[config.mk]
export PLATFORM = sky130hd
export DESIGN_NAME = bytecode_emitter
export DESIGN_NICKNAME = d
export VERILOG_FILES = /design/src/rtl/bytecode_pkg.sv /design/src/rtl/bytecode_len_lut.sv /design/src/rtl/bytecode_emitter.sv
export SDC_FILE = /design/constraint.sdc
export NUM_CORES = 1
export LEC_CHECK = 0
export CORE_MARGIN = 1.5
export CORE_UTILIZATION = 40
export CTS_BUF_LIST = sky130_fd_sc_hd__clkbuf_16
export DETAILED_ROUTE_END_ITERATION = 10
export PLACE_DENSITY = 0.65
export SYNTH_ARGS = -nofsm -noshare
export SYNTH_HDL_FRONTEND = slang
export SYNTH_SLANG_ARGS = --single-unit
export TNS_END_PERCENT = 5
[constraint.sdc]
create_clock -name clk -period 5.3 [get_ports clk]
set_clock_uncertainty 0.15 [all_clocks]
set_input_delay 1.06 -clock clk [delete_from_list [all_inputs] [get_ports clk]]
set_output_delay 1.06 -clock clk [all_outputs]
set_load 0.01 [all_outputs]
[src/rtl/bytecode_pkg.sv]
// Shared definitions for the bytecode interface: opcodes, emitter states and
// the opcode-to-length rule used by the emitter, the interpreter and the bench.
package bytecode_pkg;

    localparam logic [7:0] OP_ALU2  = 8'h02;
    localparam logic [7:0] OP_ALU1  = 8'h01;
    localparam logic [7:0] OP_STI   = 8'hC2;
    localparam logic [7:0] OP_MOV   = 8'hE2;
    localparam logic [7:0] OP_PRINT = 8'h81;
    localparam logic [7:0] OP_CALL  = 8'hAA;
    localparam logic [7:0] OP_BRA   = 8'hDA;
    localparam logic [7:0] OP_RET   = 8'h55;
    localparam logic [7:0] OP_HALT  = 8'hFF;

    typedef enum logic [2:0] {
        IDLE = 3'd0,
        EMIT = 3'd1,
        HALT = 3'd2,
        DONE = 3'd3,
        ERR  = 3'd4
    } state_e;

    // Encoded instruction length in bytes, opcode included; 0 marks an illegal opcode.
    function automatic logic [2:0] op_len(input logic [7:0] op);
        logic [2:0] len;
        case (op)
            OP_ALU2:                    len = 3'd4;
            OP_ALU1, OP_STI, OP_MOV:    len = 3'd3;
            OP_PRINT, OP_CALL, OP_BRA:  len = 3'd2;
            OP_RET, OP_HALT:            len = 3'd1;
            default:                    len = 3'd0;
        endcase
        return len;
    endfunction

endpackage

[src/rtl/bytecode_len_lut.sv]
// Combinational opcode decoder: instruction length in bytes and a legality flag.
module bytecode_len_lut
    import bytecode_pkg::*;
(
    input  logic [7:0] opcode_i,
    output logic [2:0] len_o,
    output logic       legal_o
);

    assign len_o   = op_len(opcode_i);
    assign legal_o = (len_o != 3'd0);

endmodule

[src/rtl/bytecode_emitter.sv]
// Serialises structured instructions into the flat program-memory byte stream,
// one byte per clock from address 0, and terminates the program with HALT.
module bytecode_emitter
    import bytecode_pkg::*;
#(
    parameter logic [7:0] MAX_ADDR  = 8'd254,
    parameter logic [7:0] HALT_BYTE = 8'hFF
)
(
    input  logic       clk,
    input  logic       rst,
    input  logic       clear,
    input  logic       cmd_valid,
    output logic       cmd_ready,
    input  logic [7:0] cmd_opcode,
    input  logic [7:0] cmd_arg0,
    input  logic [7:0] cmd_arg1,
    input  logic [7:0] cmd_arg2,
    input  logic       cmd_last,
    output logic       mem_we,
    output logic [7:0] mem_addr,
    output logic [7:0] mem_wdata,
    output logic [7:0] prog_len,
    output logic       done,
    output logic       error
);

    state_e          state_q,    state_d;
    logic [7:0]      prog_len_q, prog_len_d;
    logic [7:0]      addr_q,     addr_d;
    logic [7:0]      wdata_q,    wdata_d;
    logic [1:0]      idx_q,      idx_d;
    logic [2:0]      len_q,      len_d;
    logic            last_q,     last_d;
    logic [2:0][7:0] args_q;

    logic [2:0]      lut_len;
    logic            lut_legal;
    logic            hs;
    logic [8:0]      need;
    logic            fits;

    bytecode_len_lut u_len_lut (
        .opcode_i (cmd_opcode),
        .len_o    (lut_len),
        .legal_o  (lut_legal)
    );

    assign cmd_ready = (state_q == IDLE) && !clear;
    assign hs        = cmd_valid && cmd_ready;

    // The instruction must end at or before MAX_ADDR-1 so one byte remains for HALT.
    assign need = {1'b0, prog_len_q} + {6'b0, lut_len};
    assign fits = (need <= {1'b0, MAX_ADDR});

    always_comb begin
        state_d    = state_q;
        prog_len_d = prog_len_q;
        addr_d     = addr_q;
        wdata_d    = wdata_q;
        idx_d      = idx_q;
        len_d      = len_q;
        last_d     = last_q;

        if (clear) begin
            state_d    = IDLE;
            prog_len_d = 8'd0;
            addr_d     = 8'd0;
            wdata_d    = 8'd0;
            idx_d      = 2'd0;
            len_d      = 3'd0;
            last_d     = 1'b0;
        end else begin
            case (state_q)
                IDLE: begin
                    if (hs) begin
                        if (!lut_legal || !fits) begin
                            state_d = ERR;
                        end else if (cmd_opcode == OP_HALT) begin
                            state_d = HALT;
                            addr_d  = prog_len_q;
                            wdata_d = HALT_BYTE;
                        end else begin
                            state_d = EMIT;
                            addr_d  = prog_len_q;
                            wdata_d = cmd_opcode;
                            idx_d   = 2'd0;
                            len_d   = lut_len;
                            last_d  = cmd_last;
                        end
                    end
                end
                EMIT: begin
                    // The byte at addr_q is written on this edge; line up the next one.
                    prog_len_d = prog_len_q + 8'd1;
                    if (({1'b0, idx_q} + 3'd1) == len_q) begin
                        if (last_q) begin
                            state_d = HALT;
                            addr_d  = prog_len_q + 8'd1;
                            wdata_d = HALT_BYTE;
                        end else begin
                            state_d = IDLE;
                        end
                    end else begin
                        idx_d   = idx_q + 2'd1;
                        addr_d  = prog_len_q + 8'd1;
                        wdata_d = args_q[idx_q];
                    end
                end
                HALT: begin
                    prog_len_d = prog_len_q + 8'd1;
                    state_d    = DONE;
                end
                DONE:    state_d = DONE;
                ERR:     state_d = ERR;
                default: state_d = IDLE;
            endcase
        end
    end

    always_ff @(posedge clk or posedge rst) begin
        if (rst) begin
            state_q    <= IDLE;
            prog_len_q <= 8'd0;
            addr_q     <= 8'd0;
            wdata_q    <= 8'd0;
            idx_q      <= 2'd0;
            len_q      <= 3'd0;
            last_q     <= 1'b0;
        end else begin
            state_q    <= state_d;
            prog_len_q <= prog_len_d;
            addr_q     <= addr_d;
            wdata_q    <= wdata_d;
            idx_q      <= idx_d;
            len_q      <= len_d;
            last_q     <= last_d;
        end
    end

    // Operand bytes are pure payload; they are only read after a fresh load.
    always_ff @(posedge clk) begin
        if (hs) begin
            args_q <= {cmd_arg2, cmd_arg1, cmd_arg0};
        end
    end

    assign mem_we    = (state_q == EMIT) || (state_q == HALT);
    assign mem_addr  = addr_q;
    assign mem_wdata = wdata_q;
    assign prog_len  = prog_len_q;
    assign done      = (state_q == DONE);
    assign error     = (state_q == ERR);

endmodule
[After elaboration in Yosys (flattened, before gate mapping)]
Cells that the tools add are included.
Widths: inputs -> output; s select.
Operators by class
  $add $sub $neg: 4
  magnitude comparators: 2
  eq/ne operators: 22
  multiplexer cells: 41
  reductions and logical operators: 22
Operators by type and width (number)
  $mux 8: 14
  $eq 8x8->1 const B: 6
  $pmux 8 s2: 2
  $mux 3: 9
  $pmux 3 s4: 2
  $bmux 8 s2: 1
  $ne 3x3->1 const B: 5
  $mux 2: 7
  $add 8x3->9: 1
  $le 9x8->1 const B: 1
  $add 8x1->8 const B: 1
  $eq 8x1->1 const B: 1
  $eq 8x2->1 const B: 1
  $eq 8x7->1 const B: 1
  $reduce_and 4->1: 2
  $eq 3x2->1 const B: 2
  $reduce_bool 2->1: 3
  $reduce_bool 3->1: 2
  $reduce_or 2->1: 3
  $reduce_or 3->1: 2
  $mux 1: 5
  $reduce_and 5->1: 1
  $ne 2x2->1 const B: 2
  $ne 4x4->1 const B: 1
  other kinds (12): 16
Word-level totals
  bits in registers: 57
  output and inout port bits: 28
  word-level logic and storage cells: 101

[Depth between registers and ports, before layout]
Gate-level depths: netlist of run 1.
  word-level depth: 11
  depth in mapped cells: 13
  gate-level depth less buffers: 11

[Hierarchy]
Synthesis of run 1 repeated with hierarchy kept, for this count alone.
Unflattened totals
  cell total of the unflattened synthesis: 262
  area total of the unflattened synthesis: 3066.7 µm²
By module, submodules not included
  bytecode_emitter: times used 1, cells an instance 242, area an instance 2917.8 µm², seq. area each 1546.5 µm²
  bytecode_len_lut: times used 1, cells an instance 20, area an instance 148.9 µm², seq. area each 0.0 µm²

[Least setup slack after synthesis of run 1]
Ideal clock, no wire load.
  kind: input to register
  from: input cmd_opcode[6]
  to: register addr_q[5], in the netlist mem_addr[5]
  setup time: 0.125 ns
  arrival: 3.749 ns
  slack: 1.275 ns
  stages: 12
  buffers on the path: 2
  cells stage by stage: buf_6 nor3b_1 a32oi_1 o22ai_1 ha_1 fa_1 a32o_1 nand4_1 o31ai_4 o211ai_4 buf_6 mux2_4
On the way
  cells in the longest elaborated chain, start to end: 9
  elaborated cells between the ends (all ways): 21
  those cells by class: add/sub (1); order compare (1); eq/ne (10); mux (1); reduce/logical (8)
Ends and longest elaborated chain
  from (decl): line bytecode_emitter.sv:15  | input logic [7:0] cmd_opcode,
  $eq 8x8->1 (tied with other cells): line bytecode_pkg.sv:26  | case (op)
  $reduce_or 3->1 or $reduce_or 2->1 (tied branches): line bytecode_pkg.sv:26
  $pmux 3 s4 (*): line bytecode_pkg.sv:26
  $add 8x3->9: line bytecode_emitter.sv:53  | assign need = {1'b0, prog_len_q} + {6'b0, lut_len};
  $le 9x8->1: line bytecode_emitter.sv:54  | assign fits = (need <= {1'b0, MAX_ADDR});
  $logic_not 1->1: line bytecode_emitter.sv:77  | if (!lut_legal || !fits) begin
  $logic_or 1x1->1 (*): line bytecode_emitter.sv:77
  $ne 3x3->1 (no line) (*)
  $reduce_and 4->1 (no line) (*)
  to (signal assigned): line bytecode_emitter.sv:133  | addr_q <= addr_d;
  to (decl): line bytecode_emitter.sv:30  | logic [7:0] addr_q, addr_d;
Every way passes the cells marked *; elsewhere a longest branch is shown, timed or not.
A chain may end at the register's enable or synchronous reset.

[Worst setup path in the final report of run 1]
  from: input cmd_opcode[6]
  to: register wdata_q[6], in the netlist mem_wdata[6]
On the way
  cells in the longest elaborated chain, start to end: 9
  elaborated cells between the ends (all ways): 26
  those cells by class: add/sub (1); order compare (1); eq/ne (10); mux (6); reduce/logical (8)
Ends and longest elaborated chain
  $eq 8x8->1 (tied with other cells): line bytecode_pkg.sv:26
  $reduce_or 3->1 or $reduce_or 2->1 (tied branches): line bytecode_pkg.sv:26
  $pmux 3 s4: line bytecode_pkg.sv:26
  $add 8x3->9: line bytecode_emitter.sv:53
  $le 9x8->1: line bytecode_emitter.sv:54
  $logic_not 1->1: line bytecode_emitter.sv:77
  $logic_or 1x1->1: line bytecode_emitter.sv:77
  $ne 3x3->1 (no line)
  $reduce_and 4->1 (no line)
  to (signal assigned): line bytecode_emitter.sv:134  | wdata_q <= wdata_d;
  to (decl): line bytecode_emitter.sv:31  | logic [7:0] wdata_q, wdata_d;
Parallel ways exist; a longest one is shown, timed or not. The select of a mux whose other input is x is not followed.

==> results.txt, run 1 <==
* Outcome: finished, final reports clean
* Top cell type's share of synthesized area: 0.274
- Of the total synthesized cell area, the portion taken by full adders, half adders and majority gates is 0.0274.
- Overall die width: 89.8 µm
- Mapped Area: 3020 µm²
- Number of setup buffers added after CTS: 0
- Setup Total Neg Slack: 0 ns
* Clock Tree Buf Depth: 2
* Number of buffers inserted during clock tree synthesis: 9
* Vias: 2275
- The portion of synthesized area spent on multiplexers is 0.114.
- Number of rows created at floorplan: 31
* Metal1 wirelength: 2890 µm
- Detailed router's first-iteration violation count: 99
- Area inside the core boundary: 7290 µm²
- Simple-gate share of the synthesized area: 0.144
* Hpwl dp: between 4000 and 5000 µm
- Via count of the first global-routing pass: 2233
* Clock transition at path regs: 0.05 ns
- The first global-routing pass estimated approximately 11000 µm of wire.
* Maximum number of pins on one net before global-route repair: 34
- Including well taps, the total number of placed cells is roughly 420.
- The number of gates resized after CTS was 0.
- The floorplan step set the die height to 89.8 µm.
* Die area: slightly above 8000 µm²
* Cells taking the most area after synthesis: dfrtp_1 (27%), edfxtp_1 (24%), mux2_4 (5.0%)
- Number of nets with antenna violations after routing: 0
- STA puts the critical path data required time at between 5 and 6 ns.
- Global-route usage over all layers: 0.167
- Slew Viols, Final: 0
- Once placement finished, the instance area stood at 3750 µm².
* Share of cells above drive strength 1: 0.160
* Diode count: 0
- Internal Dissipation: ~950 µW
- Dividing the final minimum period by the clock period gives 0.852.
* Most used flip-flop cell after synthesis: dfrtp_1
- Switching Fraction: 0.215
* Number of enable flip-flop cells after synthesis: 24
- Mean instance size in the synthesized netlist: 11.6 µm²
* Non-filler cells, final: 431
- Count of input and output buffers: 64
- After detailed routing, the number of remaining DRC violations is 0.
* Post-synthesis cell type with the largest combined area: dfrtp_1
- TritonCTS built the clock tree.
* Normalized max-slew margin: 0.608
- Of the synthesized area, sequential elements account for 0.513.
* Fmax: 221 MHz
* Count of nets after finishing: 370
* Metal2 WL: 3190 µm
- Pre-Repair DR Iteration Count: 4
- Of the total power, registers draw 0.400.
* Worst vdd ir: 0.000178 V
- For this design the total switching power over the nets is roughly 260 µW.
- The share of the synthesized area in compound gates (AO/OA/AOI/OAI) came to 0.126.
- Reg-to-reg slack, setup: 2.28 ns
* Design Area, Final: between 4000 and 5000 µm²
* Transition at the pin with the smallest max-transition slack: 0.581 ns
- The number of different library cells used by synthesis comes to 48.
- The number of antenna violations at the first check in global routing came to 0.
- Drt total wl: 6530 µm
- Data on the critical path arrives at its endpoint at 4.57 ns.
* Max Fanout on Critical Path: 16
- FFs w/ async S/R, synth: 0.579
* Unrepaired setup endpoints after global routing: false
* Highest metal layer with signal wires: met4
- Across the run, the number of max-cap violations was 0.
* H-tree level count: 3
* Total power density per cell area: 299 nW/µm²
- Leakage dissipation: 0.00162 µW
- Main combinational cell family by area after synthesis: simple AND/OR/NAND/NOR gates
- The share of total power dissipated in the clock network is 0.512.
* Startpoint types: input port
* Worst setup path class: input port to flip-flop
- For the worst-skew pair, the clock arrives at the later sink with an insertion delay of 0.33 ns.
* Share of total power in combinational logic: 0.088
- Kind of path behind the tightest hold check: flip-flop to flip-flop
- Via count normalized by instance count: 5.28
- Kind of capture point of the worst setup path: flip-flop
* Final critical path time including I/O delays and setup: 4.52 ns
* Synth Instances: 261
* Number of failing setup endpoints in the final timing report: 0
- Final Hold Violating Endpoints: 0
- Sum of overflow across all layers after global routing: 0
- Placer's final routability congestion estimate: 0.798
- Relative area change from synthesis to final layout: 35.2%
- Initial Utilization: 0.414
* Net Count, Synth: 304
- Met3 Routed Length: just under 300 µm
- Number of synthesized register bits: 57
- I/O pin count: 65
* Detail-routed net length per standard cell: 15.2 µm
* CTS root buffer: clkbuf_16
- Ys Warns: 0
* XOR/XNOR share of the synthesized area: 0.0465
* Num Clock Sinks: 57
- Buffers inserted to repair hold after CTS numbered 0.
-- cell usage after synthesis, types with 2 or more instances --
master	number
a21oi_1	9
and3_1	2
nor3b_1	3
nand4_1	3
a211oi_1	2
mux2i_1	8
buf_6	2
edfxtp_1	24
nor4_1	3
mux2_2	10
nor2b_1	6
nand2_1	22
a31oi_1	2
nor2_1	24
xnor2_1	7
inv_1	5
clkbuf_1	11
dfrtp_1	33
or3_1	5
nand2b_1	2
o311ai_0	3
o21ai_0	13
a21o_1	2
nand3_1	6
mux2_4	10
xor2_1	9
ha_1	5
nor3_1	4
o221a_2	7
-- state kept, by name, indices dropped and copies added, names as in the netlist --
register   cells
args_q        24
idx_q          2
last_q         1
len_q          3
mem_addr       8
mem_wdata      8
prog_len       8
state_q        3
-- critical path, cell delays in order --
cell and delay (ns):
clkdlybuf4s50_1 0.56, nor3b_1 0.39, a32oi_1 0.09, o22ai_1 0.37, ha_1 0.27, fa_1 0.43, a32o_1 0.26, nand4_1 0.14
o31ai_4 0.13, o211ai_4 0.20, buf_4 0.29, mux2_2 0.37
-- final timing paths --
check                                        start                       end  depth (start not counted)
max                                  cmd_opcode[6]  mem_wdata[6]$_DFFE_PP0P_                         12
min in group asynchronous                      rst  mem_wdata[2]$_DFFE_PP0P_                          3
max in group asynchronous                      rst    state_q[2]$_DFFE_PP0P_                          3
max reg2reg                prog_len[0]$_DFFE_PP0P_  mem_wdata[6]$_DFFE_PP0P_                          9
min                        mem_addr[6]$_DFFE_PP0P_   mem_addr[6]$_DFFE_PP0P_                          1
min reg2reg                mem_addr[6]$_DFFE_PP0P_   mem_addr[6]$_DFFE_PP0P_                          1
-- through the flow --
step	hold WS [ns]	setup slack, ns	util	power [µW]
after floorplan	0.401	1.28	-	544
after global placement	0.348	0.602	0.514	602
after detailed placement	0.350	0.452	0.514	603
after CTS	0.366	0.783	0.559	1230
after global routing	0.381	0.583	0.559	1260
final	0.360	0.784	0.559	1220
-- power groups by stage --
stage,Sequential (µW),Clock [µW],Combinational [µW]
3_5_place_dp,495,0,108
2_1_floorplan,495,0,49.3
3_3_place_gp,495,0,108
6_report,486,623,107
5_1_grt,488,658,115
4_1_cts,487,635,108
-- cell type report --
class	count	area, µm²
Fill cell	639	3210
Sequential cell	57	1550
Multi-Input combinational cell	184	1380
Timing Repair Buffer	69	678
Clock buffer	9	225
Tap cell	99	124
Clock inverter	7	103
Inverter	6	22.5
-- cell usage in the layout (no fill, tap or decap), types with 2 or more instances in the layout --
cell type / instances
edfxtp_1: 24
nand3_1: 6
o21ai_0: 13
inv_6: 2
clkdlybuf4s50_1: 64
and3_1: 2
o311ai_0: 3
nand2b_1: 2
mux2i_1: 8
clkbuf_16: 9
nor4_1: 3
xor2_1: 9
ha_1: 5
clkinv_4: 2
nor3b_1: 3
a21oi_1: 9
a211oi_1: 2
inv_1: 5
nor3_1: 4
xnor2_1: 7
o221a_2: 7
nand2_1: 22
mux2_2: 10
a31oi_1: 2
dfrtp_1: 33
nor2b_1: 6
a21o_1: 2
buf_4: 5
or3_1: 5
bufinv_16: 2
nand4_1: 3
nor2_1: 24
mux2_4: 10
-- cells by family (layout without fill, tap and decap cells) --
family	count (synthesis)	after routing
AO/OA/AOI/OAI	48	48
AND/OR/NAND/NOR	86	86
multiplexers	28	28
XOR/XNOR	16	16
adder cells (fa/ha/maj)	6	6
buffers and inverters	20	91
flip-flops	57	57
-- per-layer routing --
layer | vias to the layer above | global-route usage
met5 | - | 0
met4 | 0 | 0.0767
met3 | 15 | 0.0516
met2 | 65 | 0.277
met1 | 1095 | 0.199
li1 | 1100 | -
Power figures use the tool's default switching activity.
==> inputs of run 2 (changes only) <==
--- a/config.mk
+++ b/config.mk
@@ -5,6 +5,7 @@
 export SDC_FILE = /design/constraint.sdc
 export NUM_CORES = 1
 export LEC_CHECK = 0
+export CORE_ASPECT_RATIO = 0.75
 export CORE_MARGIN = 1.5
 export CORE_UTILIZATION = 40
 export CTS_BUF_LIST = sky130_fd_sc_hd__clkbuf_16
==> results.txt, run 2 (synthesis results as in run 1) <==
- The run finished with clean final reports.
* Number of hold buffers added after cts: 0 (unchanged)
- Number of rows created at floorplan: 27 (-13%)
- Total power density per cell area: 272 nW/µm² (-8.9%)
* Normalized max-slew margin: 0.575 (-0.0327)
- The number of nets with antenna violations after routing is 0 (unchanged).
- The kind of cell with the highest combined delay along the critical path is compound AO/OA/AOI/OAI gates.
* Number of setup buffers added after CTS: 0 (unchanged)
* Share of cells above drive strength 1: 0.145 (-0.0151)
* Max Fanout on Critical Path: 16 (unchanged)
* Post-cts sizing count: 0 (unchanged)
* Relative area change from synthesis to final layout: 32.9%
- Commonest non-fill, non-tap cells in the layout: clkdlybuf4s50_1 (64), dfrtp_1 (33), nor2_1 (24), edfxtp_1 (24), nand2_1 (22)
- Count of input and output buffers: 64 (unchanged)
- Setup Total Neg Slack: 0 ns (unchanged)
- The starting density of the core is 0.412 (-0.00219).
* Num Clock Sinks: 57 (unchanged)
- The critical path is of the input port to flip-flop type.
- The count of TritonRoute iterations in the first routing pass is 5 (+1).
- Total placed cells including tap cells: 417 (+0.48%)
* Hpwl dp: 4950 µm (+4.6%)
- Number of buffer and inverter instances along the worst setup path: 2 (unchanged)
- Fin worst setup slack: 0.801 ns (+0.0167 ns)
* Drt total wl: 6840 µm (+4.8%)
- Overall die width: 103 µm (+15%)
- Kind of capture point of the worst setup path: flip-flop
- The via count of the first global-routing pass came to 2140 (-4.2%).
* Worst vdd ir: 0.000166 V (-6.3%)
- Placer's final routability congestion estimate: 0.798 (about the same)
* Maximum number of pins on one net before global-route repair: 34 (unchanged)
- The vias after detailed routing is 2294 (+0.84%).
- The standard cell area after detailed placement was 3750 µm² (about the same).
* Remaining DRCs: 0 (unchanged)
- The final net count came to 370 (unchanged).
* Number of fill cells: 642 (+0.47%)
* Area inside the core boundary: 7330 µm² (+0.53%)
- Leakage dissipation: 0.00159 µW (-1.6%)
- Unrepaired setup endpoints after global routing: false
- The maximum clock insertion buffer count came to 2 (unchanged).
- The signal arrival time at the worst endpoint was 4.55 ns (-0.02 ns).
- Clock transition at path regs: 0.05 ns (about the same)
- Design Area, Final: 4010 µm² (-1.7%)
- STA classifies the critical path startpoint as an input port.
- The final routed wire length divided by cell count is 15.8 µm (+4.3%).
* Die span in y: 78.2 µm (-13%)
- Final critical path time including I/O delays and setup: 4.50 ns (-0.0167 ns)
- The measured slew at the worst slew-check pin is 0.629 ns (+0.0484 ns).
- I/O pin count: 65 (unchanged)
- Final Hold Violating Endpoints: 0 (unchanged)
- Register name with the most flops: args_q
- Post-placement worst setup slack: 0.472 ns (+0.0201 ns)
- The H-tree depth reported by CTS was 3 (unchanged).
* Commonest non-fill, non-tap cell in the layout: clkdlybuf4s50_1
- The number of setup violations in the final report is 0 (unchanged).
- Global-route wire length before repair: 10900 µm (+2.1%)
- Sum of overflow across all layers after global routing: 0 (unchanged)
* Largest stage delay, worst path: 0.55 ns (about the same)
- The period utilization came to 0.849 (-0.00314).
* Antenna violations before repair: 0 (unchanged)
- Die area: 8080 µm² (about the same)
* Non-filler cells, final: 433 (+0.46%)
- The latest clock arrival within the worst-skew pair is 0.32 ns (about the same).
- The antenna diode instance count came to 0 (unchanged).
- MaxCap Viol Count: 0 (unchanged)
- Number of buffers inserted during clock tree synthesis: 9 (unchanged)
- TritonCTS built the clock tree.
- The max-slew violation total from the final report is 0 (unchanged).
- Via count normalized by instance count: 5.30 (+0.37%)
* Cell at the slowest stage of the critical path: clkdlybuf4s50_1
- The path class of the tightest hold or removal check is flip-flop to flip-flop.
- The required arrival time at the worst endpoint was 5.35 ns (about the same).
- The number of DRC markers after the initial detailed-route iteration was 182 (+84%).
- The highest clock frequency the design can meet was 222 MHz (+0.37%).
* Flip-flop count of the largest register after layout: 24 (unchanged)
* Final Hold Slack: 0.358 ns (-0.00161 ns)
* Sequence of cells on the critical path: clkdlybuf4s50_1 -> nor3b_1 -> a32oi_1 -> o22ai_1 -> ha_1 -> fa_1 -> a32o_1 -> nand4_1 -> o31ai_4 -> o211ai_4 -> buf_4 -> mux2_2
- Global-route usage over all layers: 0.182 (+0.0151)
- CTS root buffer: clkbuf_16
run 2: area by class of cell:
type / instances / area [µm²] / area share
flip-flops and latches: 57 / 1550 / 0.386
multi-input cells: 184 / 1380 / 0.344
repair buffers: 69 / 678 / 0.169
clock buffers: 9 / 225 / 0.0562
well taps: 101 / 126 / 0.0315
clock inverters: 7 / 31.3 / 0.00780
inverters: 6 / 22.5 / 0.00562
run 2: per-layer routing:
layer | part of all wire | GRT usage | up-vias
li1 | - | - | 1096
met1 | 0.49 | 0.260 | 1117
met2 | 0.44 | 0.254 | 75
met3 | 0.056 | 0.0659 | 6
met4 | 0.010 | 0.0622 | 0
met5 | 0 | 0 | -
run 2: worst reg2reg max path, cell delays in order (launching register included):
cell and delay [ns]:
dfrtp_1 0.46, ha_1 0.27, fa_1 0.43, xor2_1 0.16, a32o_1 0.26, nand4_1 0.15
o31ai_4 0.13, o211ai_4 0.20, buf_4 0.29, mux2_2 0.37
run 2: power by group:
part	internal [µW]	total, µW	switching [µW]
Combinational	61.1	108	47.3
Sequential	479	487	7.97
Clock	306	494	189
Total	846	1090	244
run 2: path summary, 6_finish.rpt:
path	start	end	slack, ns	cells past startpoint
max in group asynchronous	rst	state_q[2]$_DFFE_PP0P_	3.70	3
min in group asynchronous	rst	mem_wdata[1]$_DFFE_PP0P_	0.99	3
min reg2reg	mem_addr[6]$_DFFE_PP0P_	mem_addr[6]$_DFFE_PP0P_	0.36	1
min	mem_addr[6]$_DFFE_PP0P_	mem_addr[6]$_DFFE_PP0P_	0.36	1
max reg2reg	prog_len[0]$_DFFE_PP0P_	mem_wdata[6]$_DFFE_PP0P_	2.32	9
max	cmd_opcode[6]	mem_wdata[6]$_DFFE_PP0P_	0.80	12
run 2: through the flow:
stage          total power (µW)  utilization
6_report                   1090        0.547
4_1_cts                    1100        0.547
3_5_place_dp                604        0.512
5_1_grt                    1130        0.547
3_3_place_gp                601        0.512
2_1_floorplan               544            -
